`src/rtl/i2c_eeprom_page_writer.sv`:
```
// I2C EEPROM page writer: streams buffer words to a 24xx-style EEPROM in page-sized
// bursts, ACK-polls after every STOP, and reports NACK or poll-timeout errors.
module i2c_eeprom_page_writer #(
  parameter int unsigned CLK_DIV    = 256,
  parameter int unsigned ADDR_SZ    = 10,
  parameter int unsigned WORD_BYTES = 2,
  parameter int unsigned PAGE_BYTES = 32,
  parameter int unsigned ADDR_BYTES = 2,
  parameter logic [6:0]  DEV_ADDR   = 7'h50,
  parameter int unsigned MAX_POLL   = 255
) (
  input  logic                    i_clk,
  input  logic                    i_rst,
  input  logic                    i_start,
  input  logic [ADDR_SZ-1:0]      i_mem_offset,
  input  logic [ADDR_SZ-1:0]      i_word_len,
  output logic                    o_rd_en,
  output logic [ADDR_SZ-1:0]      o_rd_addr,
  input  logic [8*WORD_BYTES-1:0] i_rd_data,
  output logic                    o_busy,
  output logic                    o_done,
  output logic                    o_err,
  output logic [1:0]              o_err_code,
  output logic                    o_scl,
  output logic                    o_sda_oe,
  input  logic                    i_sda
);

  localparam int unsigned BA_W = ADDR_SZ + 2;
  localparam int unsigned DW   = 8 * WORD_BYTES;
  localparam int unsigned PH_W = $clog2(CLK_DIV);
  localparam int unsigned PL_W = $clog2(MAX_POLL + 1);
  localparam logic [PH_W-1:0] PH_Q1  = PH_W'(CLK_DIV / 4);
  localparam logic [PH_W-1:0] PH_H   = PH_W'(CLK_DIV / 2);
  localparam logic [PH_W-1:0] PH_Q3  = PH_W'(3 * CLK_DIV / 4);
  localparam logic [PH_W-1:0] PH_END = PH_W'(CLK_DIV - 1);

  typedef enum logic [3:0] {
    IDLE, START, DEV, MADDR, FETCH, DATA, STOP,
    POLL_START, POLL_DEV, POLL_STOP, DONE, ERR
  } state_t;

  state_t              r_state, w_nxt;
  logic [PH_W-1:0]     r_phase;
  logic [3:0]          r_bit;
  logic [1:0]          r_bidx;
  logic [1:0]          r_fstep;
  logic [ADDR_SZ-1:0]  r_offset, r_len, r_sent;
  logic [DW-1:0]       r_word;
  logic [PL_W-1:0]     r_poll;
  logic                r_nack, r_err_pend;
  logic                r_scl, r_sda_oe, r_rd_en, r_busy, r_done, r_err;
  logic [ADDR_SZ-1:0]  r_rd_addr;
  logic [1:0]          r_err_code;

  logic                w_scl, w_oe;
  logic                w_slot_state, w_byte_state, w_slot_end, w_byte_end;
  logic                w_scl_bit, w_bit_oe, w_last_byte, w_last_word, w_page_end;
  logic [ADDR_SZ-1:0]  w_sent_inc;
  logic [BA_W-1:0]     w_baddr, w_baddr_inc;
  logic [31:0]         w_baddr32, w_word32;
  logic [1:0]          w_ma_sh, w_dt_sh;
  logic [7:0]          w_tx_byte;

  // Slot timing and byte-address arithmetic
  assign w_byte_state = (r_state == DEV) || (r_state == MADDR) ||
                        (r_state == DATA) || (r_state == POLL_DEV);
  assign w_slot_state = w_byte_state || (r_state == START) || (r_state == STOP) ||
                        (r_state == POLL_START) || (r_state == POLL_STOP);
  assign w_slot_end   = (r_phase == PH_END);
  assign w_byte_end   = w_slot_end && (r_bit == 4'd8);
  assign w_scl_bit    = (r_phase >= PH_Q1) && (r_phase < PH_Q3);

  assign w_sent_inc  = r_sent + ADDR_SZ'(1);
  assign w_baddr     = BA_W'((BA_W'(r_offset) + BA_W'(r_sent)) * BA_W'(WORD_BYTES));
  assign w_baddr_inc = BA_W'((BA_W'(r_offset) + BA_W'(w_sent_inc)) * BA_W'(WORD_BYTES));
  assign w_page_end  = (w_baddr_inc & BA_W'(PAGE_BYTES - 1)) == '0;
  assign w_last_word = (w_sent_inc == r_len);

  assign w_baddr32 = 32'(w_baddr);
  assign w_word32  = 32'(r_word);
  assign w_ma_sh   = 2'(ADDR_BYTES - 1) - r_bidx;
  assign w_dt_sh   = 2'(WORD_BYTES - 1) - r_bidx;
  assign w_last_byte = (r_state == MADDR) ? (r_bidx == 2'(ADDR_BYTES - 1))
                                          : (r_bidx == 2'(WORD_BYTES - 1));

  always_comb begin
    w_tx_byte = {DEV_ADDR, 1'b0};
    if (r_state == MADDR)     w_tx_byte = 8'(w_baddr32 >> {w_ma_sh, 3'b000});
    else if (r_state == DATA) w_tx_byte = 8'(w_word32 >> {w_dt_sh, 3'b000});
  end

  assign w_bit_oe = (r_bit < 4'd8) && !w_tx_byte[3'(4'd7 - r_bit)];

  always_ff @(posedge i_clk or posedge i_rst) begin
    if (i_rst) r_state <= IDLE;
    else       r_state <= w_nxt;
  end

  // Next state and bus line levels
  always_comb begin
    w_nxt = r_state;
    w_scl = 1'b1;
    w_oe  = 1'b0;
    case (r_state)
      IDLE: if (i_start) w_nxt = (i_word_len == '0) ? DONE : START;
      START, POLL_START: begin
        w_scl = (r_phase < PH_Q3);
        w_oe  = (r_phase >= PH_H);
        if (w_slot_end) w_nxt = (r_state == START) ? DEV : POLL_DEV;
      end
      DEV: begin
        w_scl = w_scl_bit;
        w_oe  = w_bit_oe;
        if (w_byte_end) w_nxt = r_nack ? STOP : MADDR;
      end
      MADDR: begin
        w_scl = w_scl_bit;
        w_oe  = w_bit_oe;
        if (w_byte_end) w_nxt = r_nack ? STOP : (w_last_byte ? FETCH : MADDR);
      end
      FETCH: begin
        w_scl = 1'b0;
        if (r_fstep == 2'd2) w_nxt = DATA;
      end
      DATA: begin
        w_scl = w_scl_bit;
        w_oe  = w_bit_oe;
        if (w_byte_end) begin
          if (r_nack)                          w_nxt = STOP;
          else if (!w_last_byte)               w_nxt = DATA;
          else if (w_last_word || w_page_end)  w_nxt = STOP;
          else                                 w_nxt = FETCH;
        end
      end
      POLL_DEV: begin
        w_scl = w_scl_bit;
        w_oe  = w_bit_oe;
        if (w_byte_end) w_nxt = r_nack ? POLL_STOP : ((r_sent == r_len) ? DONE : START);
      end
      STOP: begin
        w_scl = (r_phase >= PH_Q1);
        w_oe  = (r_phase < PH_H);
        if (w_slot_end) w_nxt = r_err_pend ? ERR : POLL_START;
      end
      POLL_STOP: begin
        w_scl = (r_phase >= PH_Q1);
        w_oe  = (r_phase < PH_H);
        if (w_slot_end) w_nxt = (r_poll == PL_W'(MAX_POLL)) ? ERR : POLL_START;
      end
      DONE, ERR: w_nxt = IDLE;
      default:   w_nxt = IDLE;
    endcase
  end

  always_ff @(posedge i_clk or posedge i_rst) begin
    if (i_rst) begin
      r_phase    <= '0;
      r_bit      <= '0;
      r_bidx     <= '0;
      r_fstep    <= '0;
      r_offset   <= '0;
      r_len      <= '0;
      r_sent     <= '0;
      r_word     <= '0;
      r_poll     <= '0;
      r_nack     <= 1'b0;
      r_err_pend <= 1'b0;
      r_scl      <= 1'b1;
      r_sda_oe   <= 1'b0;
      r_rd_en    <= 1'b0;
      r_rd_addr  <= '0;
      r_busy     <= 1'b0;
      r_done     <= 1'b0;
      r_err      <= 1'b0;
      r_err_code <= 2'b00;
    end else begin
      r_scl    <= w_scl;
      r_sda_oe <= w_oe;
      r_busy   <= (w_nxt != IDLE);
      r_done   <= (w_nxt == DONE);
      r_err    <= (w_nxt == ERR);

      r_phase <= (w_slot_state && !w_slot_end) ? r_phase + PH_W'(1) : '0;

      if (!w_byte_state)   r_bit <= '0;
      else if (w_slot_end) r_bit <= (r_bit == 4'd8) ? 4'd0 : r_bit + 4'd1;

      if ((r_state != MADDR) && (r_state != DATA)) r_bidx <= '0;
      else if (w_byte_end) r_bidx <= (w_nxt == r_state) ? r_bidx + 2'd1 : 2'd0;

      if (w_byte_state && (r_bit == 4'd8) && (r_phase == PH_H)) r_nack <= i_sda;

      if ((r_state == IDLE) && i_start) begin
        r_offset   <= i_mem_offset;
        r_len      <= i_word_len;
        r_sent     <= '0;
        r_poll     <= '0;
        r_err_pend <= 1'b0;
        r_err_code <= 2'b00;
      end

      // Byte NACK aborts the burst through a STOP into ERR
      if (w_byte_end && r_nack && ((r_state == DEV) || (r_state == MADDR) || (r_state == DATA)))
        r_err_pend <= 1'b1;
      if ((r_state == DATA) && w_byte_end && !r_nack && w_last_byte) r_sent <= w_sent_inc;

      if ((r_state == STOP) && w_slot_end) r_poll <= '0;
      if ((r_state == POLL_DEV) && w_byte_end && r_nack) r_poll <= r_poll + PL_W'(1);

      if ((w_nxt == ERR) && (r_state != ERR))
        r_err_code <= (r_state == POLL_STOP) ? 2'b10 : 2'b01;

      // Buffer read: strobe, wait for the synchronous read, then capture
      if (r_state == FETCH) begin
        case (r_fstep)
          2'd0: begin
            r_rd_en   <= 1'b1;
            r_rd_addr <= r_sent;
            r_fstep   <= 2'd1;
          end
          2'd1: begin
            r_rd_en <= 1'b0;
            r_fstep <= 2'd2;
          end
          default: begin
            r_word  <= i_rd_data;
            r_fstep <= 2'd0;
          end
        endcase
      end else begin
        r_fstep <= 2'd0;
        r_rd_en <= 1'b0;
      end
    end
  end

  assign o_scl      = r_scl;
  assign o_sda_oe   = r_sda_oe;
  assign o_rd_en    = r_rd_en;
  assign o_rd_addr  = r_rd_addr;
  assign o_busy     = r_busy;
  assign o_done     = r_done;
  assign o_err      = r_err;
  assign o_err_code = r_err_code;

endmodule

```
`config.mk`:
```
export PLATFORM = sky130hd
export DESIGN_NAME = i2c_eeprom_page_writer
export DESIGN_NICKNAME = d
export VERILOG_FILES = /design/src/rtl/i2c_eeprom_page_writer.sv
export SDC_FILE = /design/constraint.sdc
export NUM_CORES = 1
export LEC_CHECK = 0
export BUFFER_PORTS_ARGS = -buffer_cell sky130_fd_sc_hd__buf_4
export CORE_MARGIN = 1
export CORE_UTILIZATION = 59
export CTS_CLUSTER_DIAMETER = 100
export DETAILED_ROUTE_END_ITERATION = 16
export GPL_TIMING_DRIVEN = 0
export PLACE_DENSITY = 0.89
export SLEW_MARGIN = 30
export SYNTH_ARGS = -nofsm -noshare
export SYNTH_HDL_FRONTEND = slang
export SYNTH_SLANG_ARGS = --single-unit
export TNS_END_PERCENT = 1
```
`constraint.sdc`:
```
create_clock -name i_clk -period 3.6 [get_ports i_clk]
set_input_delay 0.72 -clock i_clk [delete_from_list [all_inputs] [get_ports i_clk]]
set_output_delay 0.72 -clock i_clk [all_outputs]
set_load 0.1 [all_outputs]
```
# Yosys cells after proc, flatten, opt, wreduce, memory -nomap -nowiden
# Index checks and enable logic that the tools add are counted.
# word_totals
ram_bits	0
mem_count	0
latch_bits	0
in_bits	40
reg_bits	94
romBits	0
elab_cells	157
out_inout_bits	18
# op_classes
muxes	49
n_eq_ne	26
n_reduce_logical	44
div	0
n_lt_le_gt_ge	6
shifts	2
mul	0
bitwise_logic	1
add_sub_neg	9
# op_table
operator	count
$mux W4	18
$mux W8	6
$pmux W4 S9	1
$eq A8 B8 Y1 const B	3
$eq A10 B10 Y1	2
$eq A4 B4 Y1 const B	5
$mux W10	2
$mux W2	10
$logic_and A1 B1 Y1	17
$add A8 B1 Y8 const B	2
$eq A4 B3 Y1 const B	4
$lt A8 B8 Y1 const B	2
$shr A16 B5 Y8	1
$logic_not A12 Y1	1
$shr A12 B5 Y8	1
$add A10 B10 Y11	1
$add A10 B1 Y10 const B	1
$logic_not A10 Y1	1
$mux W3	3
$eq A4 B2 Y1 const B	2
$ge A8 B7 Y1 const B	1
$ge A8 B8 Y1 const B	1
$logic_or A1 B1 Y1	8
$reduce_bool A2 Y1	4
other kinds (31)	40

# Longest topological paths before layout
# logic_depth
word_depth	13
mapped_depth	10
ltp_nobuf	9

# Least setup slack after synthesis
# OpenSTA, ideal clock, no wires.
# synth_timing
path_kind	register -> register
start	register r_sent[1]
end	register r_done, in the netlist o_done
slack_ns	1.050
synth_period_minus_slack_ns	2.550
arrival_time_ns	2.445
stages_incl_launch_ff	11
t_required_ns	3.495
cell_sequence	dfrtp_1 ha_1 buf_1 xor2_1 ha_1 xor2_1 or4_1 o21ai_1 a311o_1 nor2_1 nor4b_1
# synth_between
elab_chain_cells	10
# synth_rtl
item	line	rtl
start, declared	48	logic [ADDR_SZ-1:0] r_offset, r_len, r_sent;
start signal, assigned	206	if ((r_state == DATA) && w_byte_end && !r_nack && w_last_byte) r_sent <= w_sent_inc;
$add A10 B1 Y10	74	assign w_sent_inc = r_sent + ADDR_SZ'(1);
$add A4 B4 Y4	76	assign w_baddr_inc = BA_W'((BA_W'(r_offset) + BA_W'(w_sent_inc)) * BA_W'(WORD_BYTES));
$logic_not A12 Y1	77	assign w_page_end = (w_baddr_inc & BA_W'(PAGE_BYTES - 1)) == '0;
$logic_or A1 B1 Y1	132	else if (w_last_word || w_page_end) w_nxt = STOP;
$mux W2	132	
$mux W2	131	else if (!w_last_byte) w_nxt = DATA;
$mux W2	130	if (r_nack) w_nxt = STOP;
$mux W4	129	if (w_byte_end) begin
$pmux W4 S9 *	105	case (r_state)
$eq A4 B4 Y1 *	181	r_done <= (w_nxt == DONE);
end signal, assigned	181	
end, declared	52	logic r_scl, r_sda_oe, r_rd_en, r_busy, r_done, r_err;
# Mark *: on every way between the ends. The rest lies on a longest branch, timed or not.
# A chain may end at the register's enable or synchronous reset.

# Worst setup path in the final report
# Same ends and word-level chain as after synthesis.

==> summary.txt <==
Worst setup path
  – Cell count of the worst reg-to-reg path: 10
  – Kind of cell adding the most delay to the critical path: simple AND/OR/NAND/NOR gates
  – CP endpoint kind: register
  – CP Cell Sequence: ha_1 -> buf_1 -> xor2_1 -> ha_1 -> xor2_1 -> or4_1 -> o21ai_1 -> a311o_1 -> nor2_1 -> nor4b_1
  – Data required, critical path: 3840 ps
  – Slowest-stage cell, CP: dfrtp_1
  – CP peak stage delay: 570 ps
  – R2r endpoint: o_done
  – CP max FO: 8
  – Startpoint types: register
  – Reg2reg setup slack: between 500 and 600 ps
  – Data arrival time of the worst path: 3320 ps
  – Buf/Inv on CP: 1
  – FF-to-FF Start: r_sent[1]
  – WS Path Type: register to register

Synth
  – Library cells used by synthesis: 64
  – Synth Flop Type: dfrtp_1
  – Number of enable flip-flop cells after synthesis: 0
  – Most frequent cell after synthesis: nand2_1
  – Mux share of post-synthesis cell area: 7.276%
  – Syn Nets: 659
  – Compound-Gate Fraction of Synth Area: 13.62%
  – Gate count of the mapped netlist: 595
  – Synth Register Bits: 94
  – Synth top area cells: dfrtp_1 42%, nand2_1 6.4%, mux2_2 5.9%
  – Post-Syn Area: ~5500 um^2
  – Largest family of logic cells by synthesized area: simple AND/OR/NAND/NOR gates
  – Post-synthesis sequential area ratio: 42.63%
  – Synth Area in Simple Gates: 21.35%
  – Area leader, netlist: dfrtp_1
  – Yosys warning total: 0
  – Xor/xnor share of the synthesized area: 5.870%
  – Ys async rst share: 100.0%
  – Top-area cell type share of the netlist area: 42.16%
  – Syn Area/Cell: 9.278 um^2
  – Synth top cells by count: 94 x nand2_1, 93 x dfrtp_1, 37 x nor2_1
  – Adder-Cell Fraction of Synth Area: 5.712%

Power and ir drop
  – LEAKAGE: 2.884 nW
  – PwrDens: 481.9 nW/um^2
  – Design Power: between 3 and 4 mW
  – Peak supply drop: 0.2969 mV

Routing
  – Avg WL per Cell: between 15 and 20 um
  – Starting DRC count in detailed routing: 349
  – First-pass detailed-route iteration total: 5
  – Vias: 4,668
  – Post-DRT Antenna Nets: 0
  – DRC: 0
  – WL final: 12,560 um
  – Vias/cell: 6.008

STA
  – Max-slew violations: 0
  – RSZ-0062 raised after global routing: false
  – Final period demand of the worst path: 3081 ps
  – Worst slew margin relative to its limit: 48.08%
  – Clock Skews: roughly 11 ps
  – Hold Slack: 290.9 ps
  – Period utilization: roughly 86%
  – Worst-Margin Slew: around 770 ps
  – Setup-failing EPs final: 0
  – Final hold vios: 0
  – Peak Freq: 0.3245 GHz

Floorplan
  – Die width: 98.73 um
  – Core area: 8891 um^2
  – Die height: 98.73 um
  – Starting Density: 62.09%
  – Num rows: 34
  – DIE AREA: just under 10,000 um^2
  – Num ports: 58

Cells and area
  – N_diodes: 0
  – Layout cells sized above 1: roughly 17%
  – Layout overhead on the synthesized area: 13.98%
  – Design Area, Final: 6292 um^2
  – Nets: between 700 and 800

Clock tree
  – Postcts setup bufs: 0
  – Clock Sink Count: 94
  – Clk slew on worst S/H paths: roughly 90 ps
  – H-Tree Depth: 3
  – Post-cts sizing count: 0
  – Post-CTS Hold Buffers: 0
  – CTS tree: done
  – CTS Buf Count: 9
  – Clock buffer depth: 2
  – CTS root buffer: clkbuf_8
  – Clock latency on the worst-skew pair: roughly 370 ps

Global route
  – Initial antenna violation count: 0
  – Grt total ovfl: 0
  – GRT Total Usage: 27.12%
  – Vias in the first global route: 4,620
  – Largest net degree at the start of global routing: just under 70
  – First-pass GRT wire length: 21,020 um

Placed design
  – GP Congestion: slightly above 0.9
  – Area post-placement: 6116 um^2
  – Post-DP HPWL: approximately 9500 um
  – Port Buf Inserts: 57

Outcome
  – Outcome: finished clean

Flow run
  – Max cap viols: 0

Hold path
  – Worst hold-check path type: input port to async pin
-- metrics by stage --
step	TNS (ps)	setup WS, ps	util, %	std cells
2_1_floorplan	0	433.0	-	595
3_3_place_gp	-45660	-496.8	68.42	760
3_5_place_dp	0	555.7	68.79	761
4_1_cts	0	483.3	70.77	777
5_1_grt	0	276.6	70.77	777
6_report	0	518.6	70.77	777
-- cells in the final DEF, fill, tap and decap left out, types with 10 or more instances in the layout --
cell,instances
a31oi_1,11
o31ai_1,12
nor2_1,37
xnor2_1,27
nand3_1,32
a21oi_1,19
nand2_1,94
and3_1,13
buf_4,57
ha_1,22
clkbuf_8,10
mux2_2,29
dfrtp_1,93
o21ai_0,32
clkbuf_1,28
inv_1,17
nor3_1,12
xor2_1,10
-- where the power goes --
group | internal (mW) | switching [mW]
sequential | 1.24 | 0.194
combinational | 0.418 | 0.553
clock | 0.270 | 0.362
-- area by class of cell --
type | count | area, um^2
Fill cell | 650 | 2599
Buffer | 30 | 127.6
Sequential cell | 94 | 2354
Tap cell | 108 | 135.1
Timing Repair Buffer | 58 | 455.4
Clock inverter | 5 | 35.03
Clock buffer | 11 | 141.4
Inverter | 18 | 72.57
Multi-Input combinational cell | 453 | 2972
-- sequential cells by signal (all words and copies together) (netlist names), 2 cells and up --
register	cells
r_fstep	2
r_word	16
r_len	10
r_state	4
r_bidx	2
r_bit	4
r_offset	10
o_rd_addr	10
r_phase	8
r_poll	8
r_sent	10
o_err_code	2
-- layer usage --
metal | share of wire (%) | global-route usage (%)
met1 | 45 | 36.55
met2 | 48 | 45.02
met3 | 6.1 | 4.610
met4 | 1.3 | 8.611
met5 | 0 | 0
-- kinds of logic (layout without fill, tap and decap cells) --
| kind of cell | Yosys count | count (layout) |
|---|---|---|
| AOI/OAI and AO/OA | 115 | 115 |
| xor gates and xnor gates | 37 | 37 |
| adders and majority gates | 24 | 24 |
| buffers and inverters | 48 | 122 |
| DFF | 94 | 94 |
| muxes | 34 | 34 |
| and+or+nand+nor | 243 | 243 |
-- worst register-to-register path: stages (launching register included) --
cell and delay [ps]:
dfrtp_1 570, ha_1 210, buf_1 290, xor2_1 230, ha_1 290, xor2_1 140
or4_1 410, o21ai_1 160, a311o_1 210, nor2_1 80, nor4b_1 360
-- worst max-delay path by stage --
stage,startpoint,cells past startpoint,to
after floorplan,i_rst,1,o_busy
after global placement,i_rst,2,r_offset[4]
after detailed placement,r_sent[0],10,o_done
after CTS,r_sent[0],10,o_done
after global routing,r_sent[1],10,o_done
final,r_sent[1],10,o_done
No activity file was read; power rests on OpenSTA's default activity.
